## config.mk

```make
export PLATFORM = sky130hd
export DESIGN_NAME = mul_operand_loader
export DESIGN_NICKNAME = d
export VERILOG_FILES = /design/src/rtl/mul_loader_pkg.sv /design/src/rtl/mul_word_deser.sv /design/src/rtl/mul_operand_loader.sv
export SDC_FILE = /design/constraint.sdc
export NUM_CORES = 1
export LEC_CHECK = 0
export ABC_CLOCK_PERIOD_IN_PS = 20700
export CELL_PAD_IN_SITES_DETAIL_PLACEMENT = 1
export CELL_PAD_IN_SITES_GLOBAL_PLACEMENT = 1
export CORE_ASPECT_RATIO = 1.4
export CORE_UTILIZATION = 39
export DETAILED_ROUTE_END_ITERATION = 10
export PLACE_DENSITY = 0.77
export SETUP_SLACK_MARGIN = 0.3
export SYNTH_ARGS = -nofsm -noshare
export SYNTH_HDL_FRONTEND = slang
export SYNTH_SLANG_ARGS = --single-unit
```

## constraint.sdc

```tcl
create_clock -name clk -period 20.7 [get_ports clk]
set_input_delay 4.14 -clock clk [delete_from_list [all_inputs] [get_ports clk]]
set_output_delay 4.14 -clock clk [all_outputs]
set_load 0.1 [all_outputs]
```

## src/rtl/mul_loader_pkg.sv

```systemverilog
// Shared types and constants for the multiplier operand loader.
package mul_loader_pkg;

  localparam int unsigned WIDTH_DEF   = 224;
  localparam int unsigned WORD_DEF    = 32;
  localparam int unsigned LATENCY_DEF = 227;

  localparam int unsigned NW    = WIDTH_DEF / WORD_DEF;
  localparam int unsigned IDX_W = $clog2(NW);
  localparam int unsigned CNT_W = $clog2(LATENCY_DEF + 1);

  typedef enum logic [1:0] {
    LOAD_A = 2'd0,
    LOAD_B = 2'd1,
    RUN    = 2'd2,
    DONE   = 2'd3
  } state_t;

  // Index width that stays at least one bit when there is a single word.
  function automatic int unsigned safe_clog2(input int unsigned n);
    return (n > 1) ? $clog2(n) : 1;
  endfunction

endpackage

```

## src/rtl/mul_word_deser.sv

```systemverilog
// Word deserializer: writes successive WORD-wide beats into slots of a WIDTH-bit register.
module mul_word_deser
  import mul_loader_pkg::*;
#(
  parameter int unsigned WIDTH = WIDTH_DEF,
  parameter int unsigned WORD  = WORD_DEF
) (
  input  logic             clk,
  input  logic             rst,
  input  logic             i_we,
  input  logic             i_clr,
  input  logic [WORD-1:0]  i_data,
  output logic [WIDTH-1:0] o_data,
  output logic             o_last_c
);

  localparam int unsigned L_NW    = WIDTH / WORD;
  localparam int unsigned L_IDX_W = safe_clog2(L_NW);

  logic [L_IDX_W-1:0] r_idx;
  logic [WIDTH-1:0]   r_data;

  assign o_last_c = (r_idx == L_IDX_W'(L_NW - 1));
  assign o_data   = r_data;

  // Unwritten slots keep their previous contents across loads.
  always_ff @(posedge clk or posedge rst) begin
    if (rst) begin
      r_idx  <= '0;
      r_data <= '0;
    end else begin
      if (i_we) begin
        r_data[WORD*32'(r_idx) +: WORD] <= i_data;
      end
      if (i_clr) begin
        r_idx <= '0;
      end else if (i_we) begin
        r_idx <= o_last_c ? '0 : L_IDX_W'(r_idx + 1'b1);
      end
    end
  end

endmodule

```

## src/rtl/mul_operand_loader.sv

```systemverilog
// Operand loader / latency sequencer in front of the schoolbook multiplier.
// Optional abort input enabled by defining MUL_LOADER_ABORT_EN.
module mul_operand_loader
  import mul_loader_pkg::*;
#(
  parameter int unsigned WIDTH   = WIDTH_DEF,
  parameter int unsigned WORD    = WORD_DEF,
  parameter int unsigned LATENCY = LATENCY_DEF
) (
  input  logic             clk,
  input  logic             rst,
  input  logic             in_valid,
  output logic             in_ready,
  input  logic [WORD-1:0]  in_data,
  output logic [WIDTH-1:0] a,
  output logic [WIDTH-1:0] b,
  output logic             mul_rst_n,
  output logic             prod_valid,
  input  logic             prod_ack
`ifdef MUL_LOADER_ABORT_EN
  ,
  input  logic             abort
`endif
);

  localparam int unsigned L_CNT_W = $clog2(LATENCY + 1);

  if ((WIDTH % WORD) != 0 || WIDTH < WORD) begin : g_bad_width
    $error("mul_operand_loader: WIDTH must be a nonzero multiple of WORD");
  end
  if (LATENCY < 1) begin : g_bad_latency
    $error("mul_operand_loader: LATENCY must be at least 1");
  end

  state_t             r_state;
  state_t             w_state_nxt;
  logic [L_CNT_W-1:0] r_cnt;
  logic               r_in_ready;
  logic               r_mul_rst_n;
  logic               r_prod_valid;
  logic               w_accept;
  logic               w_we_a;
  logic               w_we_b;
  logic               w_clr;
  logic               w_last_a;
  logic               w_last_b;
  logic               w_cnt_done;

  assign in_ready   = r_in_ready;
  assign mul_rst_n  = r_mul_rst_n;
  assign prod_valid = r_prod_valid;

  assign w_accept   = in_valid && r_in_ready;
  assign w_cnt_done = (r_cnt == L_CNT_W'(LATENCY - 1));

  mul_word_deser #(.WIDTH(WIDTH), .WORD(WORD)) u_deser_a (
    .clk      (clk),
    .rst      (rst),
    .i_we     (w_we_a),
    .i_clr    (w_clr),
    .i_data   (in_data),
    .o_data   (a),
    .o_last_c (w_last_a)
  );

  mul_word_deser #(.WIDTH(WIDTH), .WORD(WORD)) u_deser_b (
    .clk      (clk),
    .rst      (rst),
    .i_we     (w_we_b),
    .i_clr    (w_clr),
    .i_data   (in_data),
    .o_data   (b),
    .o_last_c (w_last_b)
  );

  // Next-state and write-enable decode.
  always_comb begin
    w_state_nxt = r_state;
    w_we_a      = 1'b0;
    w_we_b      = 1'b0;
    w_clr       = 1'b0;
    case (r_state)
      LOAD_A: begin
        if (w_accept) begin
          w_we_a = 1'b1;
          if (w_last_a) w_state_nxt = LOAD_B;
        end
      end
      LOAD_B: begin
        if (w_accept) begin
          w_we_b = 1'b1;
          if (w_last_b) w_state_nxt = RUN;
        end
      end
      RUN: begin
        if (w_cnt_done) w_state_nxt = DONE;
      end
      DONE: begin
        if (prod_ack) w_state_nxt = LOAD_A;
      end
      default: w_state_nxt = LOAD_A;
    endcase
`ifdef MUL_LOADER_ABORT_EN
    // Abort wins over any beat or ack in the same cycle; operand contents are kept.
    if (abort) begin
      w_state_nxt = LOAD_A;
      w_we_a      = 1'b0;
      w_we_b      = 1'b0;
      w_clr       = 1'b1;
    end
`endif
  end

  // State, latency counter and outputs registered from the next state.
  always_ff @(posedge clk or posedge rst) begin
    if (rst) begin
      r_state      <= LOAD_A;
      r_cnt        <= '0;
      r_in_ready   <= 1'b1;
      r_mul_rst_n  <= 1'b0;
      r_prod_valid <= 1'b0;
    end else begin
      r_state      <= w_state_nxt;
      r_cnt        <= (r_state == RUN && w_state_nxt == RUN) ? L_CNT_W'(r_cnt + 1'b1) : '0;
      r_in_ready   <= (w_state_nxt == LOAD_A) || (w_state_nxt == LOAD_B);
      r_mul_rst_n  <= (w_state_nxt == RUN) || (w_state_nxt == DONE);
      r_prod_valid <= (w_state_nxt == DONE);
    end
  end

endmodule

```

==> reports/metrics.cfg, run 1 <==
[logic_synthesis]
postSynthCellCount=1321
synth_area_leaders=dfrtp_1 (62%), mux2_2 (21%), mux2_1 (2.8%)
ys_ff_latch=467
yosys_warnings=0
synth_largest_area_cell=dfrtp_1
syn_nets=1369
syn_area_um2=18840
synth.distinct_cells=45
synth_top_area_frac=0.6189
async_reset_ff_frac=1.000
seq_area_frac_synth=0.6203
synth_edf_count=0
avgSynthCellArea_um2=14.26
ys.flop_type=dfrtp_1

[worst_setup_path]
r2r_start=u_deser_a.r_idx[0]
worstSetupPathType=in2reg
arrival_ps=7430
critPathLaunchType=primary input
worstSetupEndpointType=register
r2r-end=u_deser_a.o_data[80]
critPathRequiredTime_ps=21140
critPathMaxFanout=32
reg2reg_depth=7
reg2reg_slack_ps=15940

[final_layout]
multi_input_area_um2=6528
drive_gt1_frac=0.2522
fin_nets=1824
area_growth_pct=36.97
final_common_cell=clkdlybuf4s50_1
nFillCells=4677
layout_common_cells=clkdlybuf4s50_1 (486), dfrtp_1 (466), mux2_2 (345), nand2_1 (76), inv_1 (54)
seq_area_um2=11690

[global_routing]
grt_pass1_vias=14050
overflow=0
grt_pass1_wl_um=92730
grt_use_total=0.2541
grt_start_max_net_pins=170
antenna_found_initial=2

[timing]
period_needed_ps=6988
finalCritPeriodShare=0.3376
rsz0062_at_grt=no
drv_slew=0
setup_viol=0
fmax_mhz=143.1
setup-tns-final_ps=0
tightest_slew_ps=1184
fin_skew_ps=18.98
finalHoldViolations=0
worst_slew_margin_rel=0.2109

[die]
dieHeight_um=262.1
die_area_um2=49210
die_w_um=187.8
core_um2=47400
io_pins=487
initial_core_util=0.3975
rows=94

[routing]
drt-pass1-iter-count=4
post_drt_via_cell_ratio=5.112
vias=12460
routed_wl_um=62440
post_drt_wl_per_cell_um=25.61
drc_errors=0
drt_iter0_markers=491
drtAntennaViolNets=0

[placed_design]
dpl.hpwl_um=42650
port_buffers=486
gp_congestion=0.7594

[min_path]
hold_path.class=reg2reg
min_to=u_deser_b.o_data[211]
min_delay_path_depth=1
hp-start=u_deser_b.o_data[211]

[cts]
h-tree-depth=2
clkSinkCount=467
clockRootBuffer=clkbuf_16
worstSkewPairLatency_ps=560
numCtsBuffers=47
cts_tree=done
postCtsSetupBuffers=0
cts_resized=0
cts_max_path_buffers=3
hold_buffers=0
clk_pin_slew_worst_paths_ps=60

[job]
cap_violations=0

[run_status]
status=finished, final reports clean

-- worst max-delay path, cell delays in order --
cell and delay [ps]:
clkdlybuf4s50_1 610, nor4bb_1 910, nand3_2 1110, mux2_2 620
-- how the worst max path moves through the flow --
stage | start | to | slack (ps) | depth (start not counted)
after detailed placement | in_valid | u_deser_a.o_data[113] | 13060 | 4
after global routing | in_valid | u_deser_a.o_data[109] | 13530 | 4
after floorplan | rst | mul_rst_n | 3540 | 1
after CTS | in_valid | u_deser_a.o_data[109] | 13670 | 4
after global placement | in_valid | u_deser_a.o_data[113] | 13270 | 4
final | in_valid | u_deser_a.o_data[119] | 13710 | 4
-- per-layer routing --
layer / track usage / vias up / part of all wire
li1: - / 5414 / -
met1: 0.2774 / 6540 / 0.36
met2: 0.4724 / 417 / 0.54
met3: 0.07158 / 89 / 0.070
met4: 0.08288 / 2 / 0.029
met5: 0 / - / 0.00026
-- cell families (layout without fill, tap and decap cells) --
logic type | count (synthesis) | count (layout) | synth area share
flops | 467 | 467 | 0.6203
mux | 439 | 439 | 0.2593
simple gates | 208 | 208 | 0.06535
buf+inv | 153 | 644 | 0.03453
compound gates | 39 | 39 | 0.01116
fa+ha+maj | 12 | 12 | 0.007969
xor+xnor | 3 | 3 | 0.001395
other cells | 0 | 2 | 0
-- registers in the layout, summed over array words and instances (netlist names) --
name              cells
mul_rst_n             1
r_cnt                 8
u_deser_a.r_idx       3
in_ready              1
prod_valid            1
u_deser_b.r_idx       3
u_deser_b.o_data    224
r_state               2
u_deser_a.o_data    224
-- synth_stat cells (2+ instances only) --
library cell  number
mux2_1            47
and2_1            31
and3b_1            2
nor2b_1           16
clkbuf_1          52
xor2_1             2
nand2_1           76
nand3b_1           2
nor3_2             3
nor4b_4            3
buf_6              3
nand3_1            5
a21oi_1            4
mux2i_1           47
inv_1             55
nand4_1            2
dfrtp_1          466
nand3_2            2
mux2_2           345
nand4b_1           3
o21ai_0           29
and3_1            32
or4_1              2
buf_2             43
o31ai_1            2
ha_1              12
or3_1              2
nor2_1            12
a21o_1             2
nor3_1             3
o211ai_1           2
-- final cells by class --
| type | instances | share of cell area |
|---|---|---|
| Sequential cell | 467 | 0.4529 |
| Multi-Input combinational cell | 701 | 0.2529 |
| Clock buffer | 64 | 0.05115 |
| Antenna cell | 2 | 0.0001939 |
| Tap cell | 624 | 0.03025 |
| Inverter | 55 | 0.008291 |
| Clock inverter | 21 | 0.009551 |
| Timing Repair Buffer | 504 | 0.1947 |
-- per-stage QoR --
step / instance area (um^2) / setup slack [ps] / cells / hold WS, ps / util
floorplan: 18840 / 3538 / 1321 / 475.6 / -
global placement: 24230 / 13270 / 2351 / 468.5 / 0.5113
detailed placement: 24230 / 13060 / 2351 / 475.0 / 0.5113
CTS: 25800 / 13670 / 2436 / 487.1 / 0.5443
global route: 25800 / 13530 / 2437 / 497.0 / 0.5444
finish: 25810 / 13710 / 2438 / 482.1 / 0.5445
Power of run 1 is not shown: default switching activity piles up to over one toggle a cycle in this logic, so the estimate is an artifact.
==> run 2, diff against run 1 <==
--- a/config.mk
+++ b/config.mk
@@ -5,7 +5,7 @@
 export SDC_FILE = /design/constraint.sdc
 export NUM_CORES = 1
 export LEC_CHECK = 0
-export ABC_CLOCK_PERIOD_IN_PS = 20700
+export ABC_CLOCK_PERIOD_IN_PS = 6900
 export CELL_PAD_IN_SITES_DETAIL_PLACEMENT = 1
 export CELL_PAD_IN_SITES_GLOBAL_PLACEMENT = 1
 export CORE_ASPECT_RATIO = 1.4
==> constraint.sdc (replaced) <==
create_clock -name clk -period 6.9 [get_ports clk]
set_input_delay 1.38 -clock clk [delete_from_list [all_inputs] [get_ports clk]]
set_output_delay 1.38 -clock clk [all_outputs]
set_load 0.1 [all_outputs]
==> reports/metrics.cfg, run 2 (synthesis gave the netlist of run 1 again) <==
[run_status]
status=finished, final reports clean

[die]
rows=94  ; unchanged
die_area_um2=49210  ; unchanged
io_pins=487  ; unchanged
dieHeight_um=262.1  ; unchanged
die_w_um=187.8  ; unchanged
core_um2=47400  ; unchanged
initial_core_util=0.3975  ; unchanged

[routing]
post_drt_wl_per_cell_um=26.03  ; +1.6%
drt_iter0_markers=534  ; +8.8%
routed_wl_um=63560  ; +1.8%
drtAntennaViolNets=0  ; unchanged
vias=12450  ; -0.064%
post_drt_via_cell_ratio=5.100  ; -0.23%
drc_errors=0  ; unchanged
drt-pass1-iter-count=4  ; unchanged

[timing]
finalCritPeriodShare=0.6542
rsz0062_at_grt=no
period_needed_ps=4514
finalHoldViolations=0  ; unchanged
holdWs_ps=484.5  ; +2.358 ps
setup-tns-final_ps=0  ; unchanged
fin_skew_ps=11.22  ; -7.762 ps
drv_slew=0  ; unchanged
tightest_slew_ps=1149  ; -34.47 ps
fmax_mhz=221.5
setup_viol=0  ; unchanged
worst_slew_margin_rel=0.2330  ; +0.02210

[placed_design]
gp_congestion=0.8037  ; +5.8%
port_buffers=486  ; unchanged
dpl.hpwl_um=42920  ; +0.64%

[cts]
clockRootBuffer=clkbuf_16
cts_max_path_buffers=3  ; unchanged
clk_pin_slew_worst_paths_ps=70  ; about the same
cts_resized=0  ; unchanged
postCtsSetupBuffers=0  ; unchanged
clkSinkCount=467  ; unchanged
cts_tree=done
numCtsBuffers=46  ; -2.1%
hold_buffers=0  ; unchanged
h-tree-depth=2  ; unchanged
worstSkewPairLatency_ps=560  ; about the same

[global_routing]
grtUsageMet2=0.4743  ; +0.001852
overflow=0  ; unchanged
grt_pass1_vias=14000  ; -0.33%
grt_pass1_wl_um=94790  ; +2.2%
grt.met1_usage=0.2889  ; +0.01143
grt-busiest-layer=met2
gr-usage-met3=0.07305  ; +0.001469
grt_use_total=0.2605  ; +0.006396
antenna_found_initial=0  ; -2
grt_start_max_net_pins=171  ; +0.59%

[final_layout]
final_common_cell=clkdlybuf4s50_1
nFillCells=4637  ; -0.86%
drive_gt1_frac=0.2565  ; +0.004259
area_growth_pct=37.28
layout_common_cells=clkdlybuf4s50_1 (486), dfrtp_1 (466), mux2_2 (345), nand2_1 (76), inv_1 (54)
fin_nets=1830  ; +0.33%

[worst_setup_path]
reg2reg_depth=7  ; unchanged
arrival_ps=4950  ; -2480 ps
cpMostUsedCell=ha_1
critPathSlowestCell=dfrtp_1
crit_family=adder cells
critPathRequiredTime_ps=7340  ; -13800 ps
crit_cells=7  ; +3
crit_chain=inv_1 -> ha_1 -> ha_1 -> nand2_1 -> nor4b_4 -> buf_4 -> mux2_2
max_stage_delay_ps=1100  ; about the same
critPathMaxFanout=33  ; +3.1%
worstSetupEndpointType=register
worstSetupPathType=reg2reg
crit_buf_inv=2  ; +1
critPathLaunchType=register

[job]
cap_violations=0  ; unchanged

[min_path]
hold_path.class=reg2reg
min_delay_path_depth=1  ; unchanged

## run 2: changes by cell type in the layout (fill, tap and decap cells not counted), sizes merged
| cell | delta |
|---|---|
| clkbuf | -3 |
| diode | -1 |
| clkinvlp | +4 |
| clkinv | -2 |
| inv | -1 |
| buf | +7 |
## run 2: area by class of cell
type / count / area (um^2) / share of cell area
repair buffers: 511 / 5077 / 0.1963
clock inverters: 22 / 259.0 / 0.01001
clock buffers: 61 / 1319 / 0.05099
multi-input cells: 701 / 6528 / 0.2524
diodes: 1 / 2.502 / 0.00009675
inverters: 55 / 210.2 / 0.008127
flip-flops and latches: 467 / 11690 / 0.4519
well taps: 624 / 780.7 / 0.03019
## run 2: layer usage
metal,vias to the layer above,routed length [um]
met3,100,4452
met1,6491,23310
met5,-,0
met4,0,2254
met2,432,33550
li1,5431,-
## run 2: worst paths after layout
check	from	end	slack, ps
max reg2reg	u_deser_a.r_idx[0]	u_deser_a.o_data[92]	2390
min	u_deser_b.o_data[64]	u_deser_b.o_data[64]	480
max in group asynchronous	rst	u_deser_a.o_data[6]	4300
min in group asynchronous	rst	u_deser_b.o_data[40]	1230
max	u_deser_a.r_idx[0]	u_deser_a.o_data[92]	2390
min reg2reg	u_deser_b.o_data[64]	u_deser_b.o_data[64]	480
## run 2: through the flow
stage,setup WS [ps],util,cell area [um^2],instances
final,2386,0.5457,25860,2442
after global routing,2143,0.5456,25860,2441
after CTS,2337,0.5456,25860,2441
after detailed placement,2042,0.5123,24280,2358
after global placement,2238,0.5123,24280,2358
after floorplan,-802.1,-,18840,1321
Power of run 2 is left out for the same reason.
==> run 3, diff against run 2 <==
--- a/config.mk
+++ b/config.mk
@@ -5,7 +5,7 @@
 export SDC_FILE = /design/constraint.sdc
 export NUM_CORES = 1
 export LEC_CHECK = 0
-export ABC_CLOCK_PERIOD_IN_PS = 6900
+export ABC_CLOCK_PERIOD_IN_PS = 4200
 export CELL_PAD_IN_SITES_DETAIL_PLACEMENT = 1
 export CELL_PAD_IN_SITES_GLOBAL_PLACEMENT = 1
 export CORE_ASPECT_RATIO = 1.4
==> constraint.sdc (replaced) <==
create_clock -name clk -period 4.2 [get_ports clk]
set_input_delay 0.84 -clock clk [delete_from_list [all_inputs] [get_ports clk]]
set_output_delay 0.84 -clock clk [all_outputs]
set_load 0.1 [all_outputs]
==> reports/metrics.cfg, run 3 (synthesis gave the netlist of run 1 again) <==
[run_status]
status=finished, final reports clean

[cts]
clk_pin_slew_worst_paths_ps=60  ; about the same
h-tree-depth=2  ; unchanged
postCtsSetupBuffers=0  ; unchanged
cts_resized=0  ; unchanged
worstSkewPairLatency_ps=560  ; about the same
clkSinkCount=467  ; unchanged
hold_buffers=0  ; unchanged
cts_tree=done
clockRootBuffer=clkbuf_16
cts_max_path_buffers=3  ; unchanged
numCtsBuffers=47  ; +2.2%

[global_routing]
grt_pass1_vias=14090  ; +0.65%
grt_use_total=0.2605  ; about the same
antenna_found_initial=1  ; +1
grt_pass1_wl_um=95010  ; +0.23%
overflow=0  ; unchanged
grt_start_max_net_pins=104  ; -39%

[final_layout]
layout_common_cells=clkdlybuf4s50_1 (486), dfrtp_1 (466), mux2_2 (345), nand2_1 (76), inv_1 (54)
fin_nets=1847  ; +0.93%
nFillCells=4636  ; -0.022%
drive_gt1_frac=0.2612  ; +0.004711
final_common_cell=clkdlybuf4s50_1
area_growth_pct=38.16
antenna_cells=0  ; -1
fin_util=0.5492  ; +0.003511

[routing]
drt-pass1-iter-count=4  ; unchanged
top_layer=met4
wl_met2_um=33530  ; about the same
drt_iter0_markers=473  ; -11%
post_drt_via_cell_ratio=5.154  ; +1.1%
wl_met3_um=4586  ; +3.0%
drtAntennaViolNets=0  ; unchanged
routed_wl_um=64090  ; +0.82%
wl_met1_um=23700  ; +1.7%
vias=12670  ; +1.7%
drc_errors=0  ; unchanged
post_drt_wl_per_cell_um=26.07  ; +0.17%

[job]
cap_violations=0  ; unchanged

[worst_setup_path]
crit_buf_inv=1  ; -1
arrival_ps=2370  ; -2580 ps
worstSetupPathType=reg2out
critPathMaxFanout=7  ; -79%
critPathLaunchType=register
critPathRequiredTime_ps=3360  ; -3980 ps
crit_chain=clkdlybuf4s50_1
crit_family=buffers and inverters
worstSetupEndpointType=output pin
critPathSlowestCell=clkdlybuf4s50_1
max_stage_delay_ps=1200  ; +100 ps

[timing]
setup_viol=0  ; unchanged
rsz0062_at_grt=no
worst_slew_margin_rel=0.2562  ; +0.02320
fmax_mhz=311.9
setup-tns-final_ps=0  ; unchanged
fin_skew_ps=22.98  ; +11.76 ps
drv_slew=0  ; unchanged
finalHoldViolations=0  ; unchanged
tightest_slew_ps=1112  ; -36.97 ps
finalCritPeriodShare=0.7635
period_needed_ps=3207
fin_ws_ps=993.5  ; -1392 ps

[die]
initial_core_util=0.3975  ; unchanged
core_um2=47400  ; unchanged
rows=94  ; unchanged
die_area_um2=49210  ; unchanged
dieHeight_um=262.1  ; unchanged
die_w_um=187.8  ; unchanged
io_pins=487  ; unchanged

[placed_design]
gp_congestion=0.8018  ; -0.24%
preCtsSetupSlack_ps=936.3  ; -1106 ps
port_buffers=486  ; unchanged
dpl.hpwl_um=43980  ; +2.5%

[min_path]
hold_path.class=reg2reg

run 3: cell count changes in the layout (fill, tap and decap cells not counted):
cell | before | now
buf_4 | 23 | 34
buf_12 | 2 | 7
clkbuf_1 | 5 | 9
clkinvlp_4 | 6 | 4
clkbuf_8 | 9 | 8
clkinv_4 | 1 | 0
diode_2 | 1 | 0
inv_6 | 2 | 3
run 3: layout make-up:
| type | count | area [um^2] | area share |
|---|---|---|---|
| clock inverters | 20 | 244.0 | 0.009373 |
| repair buffers | 527 | 5260 | 0.2021 |
| flip-flops and latches | 467 | 11690 | 0.4490 |
| well taps | 624 | 780.7 | 0.02999 |
| inverters | 55 | 210.2 | 0.008075 |
| multi-input cells | 701 | 6528 | 0.2508 |
| clock buffers | 64 | 1320 | 0.05071 |
run 3: metrics by stage:
stage,cell area (um^2),hold slack (ps),std cells
floorplan,18840,475.6,1321
global placement,24470,467.8,2374
detailed placement,24470,476.6,2374
CTS,26030,492.0,2458
global route,26030,500.0,2458
finish,26030,487.2,2458
run 3: layer usage:
metal,vias to the layer above,track usage
li1,5455,-
met1,6650,0.2940
met2,458,0.4720
met3,106,0.06878
met4,0,0.09530
met5,-,0
run 3: path summary, 6_finish.rpt:
path / start / to / slack (ps) / cells past startpoint
max: in_ready / in_ready / 990 / 1
min: u_deser_b.o_data[64] / u_deser_b.o_data[64] / 490 / 1
max reg2reg: u_deser_b.r_idx[0] / u_deser_b.o_data[13] / 1130 / 8
min reg2reg: u_deser_b.o_data[64] / u_deser_b.o_data[64] / 490 / 1
max in group asynchronous: rst / u_deser_a.o_data[23] / 2450 / 3
min in group asynchronous: rst / u_deser_b.o_data[35] / 780 / 2
Power of run 3 is left out for the same reason.
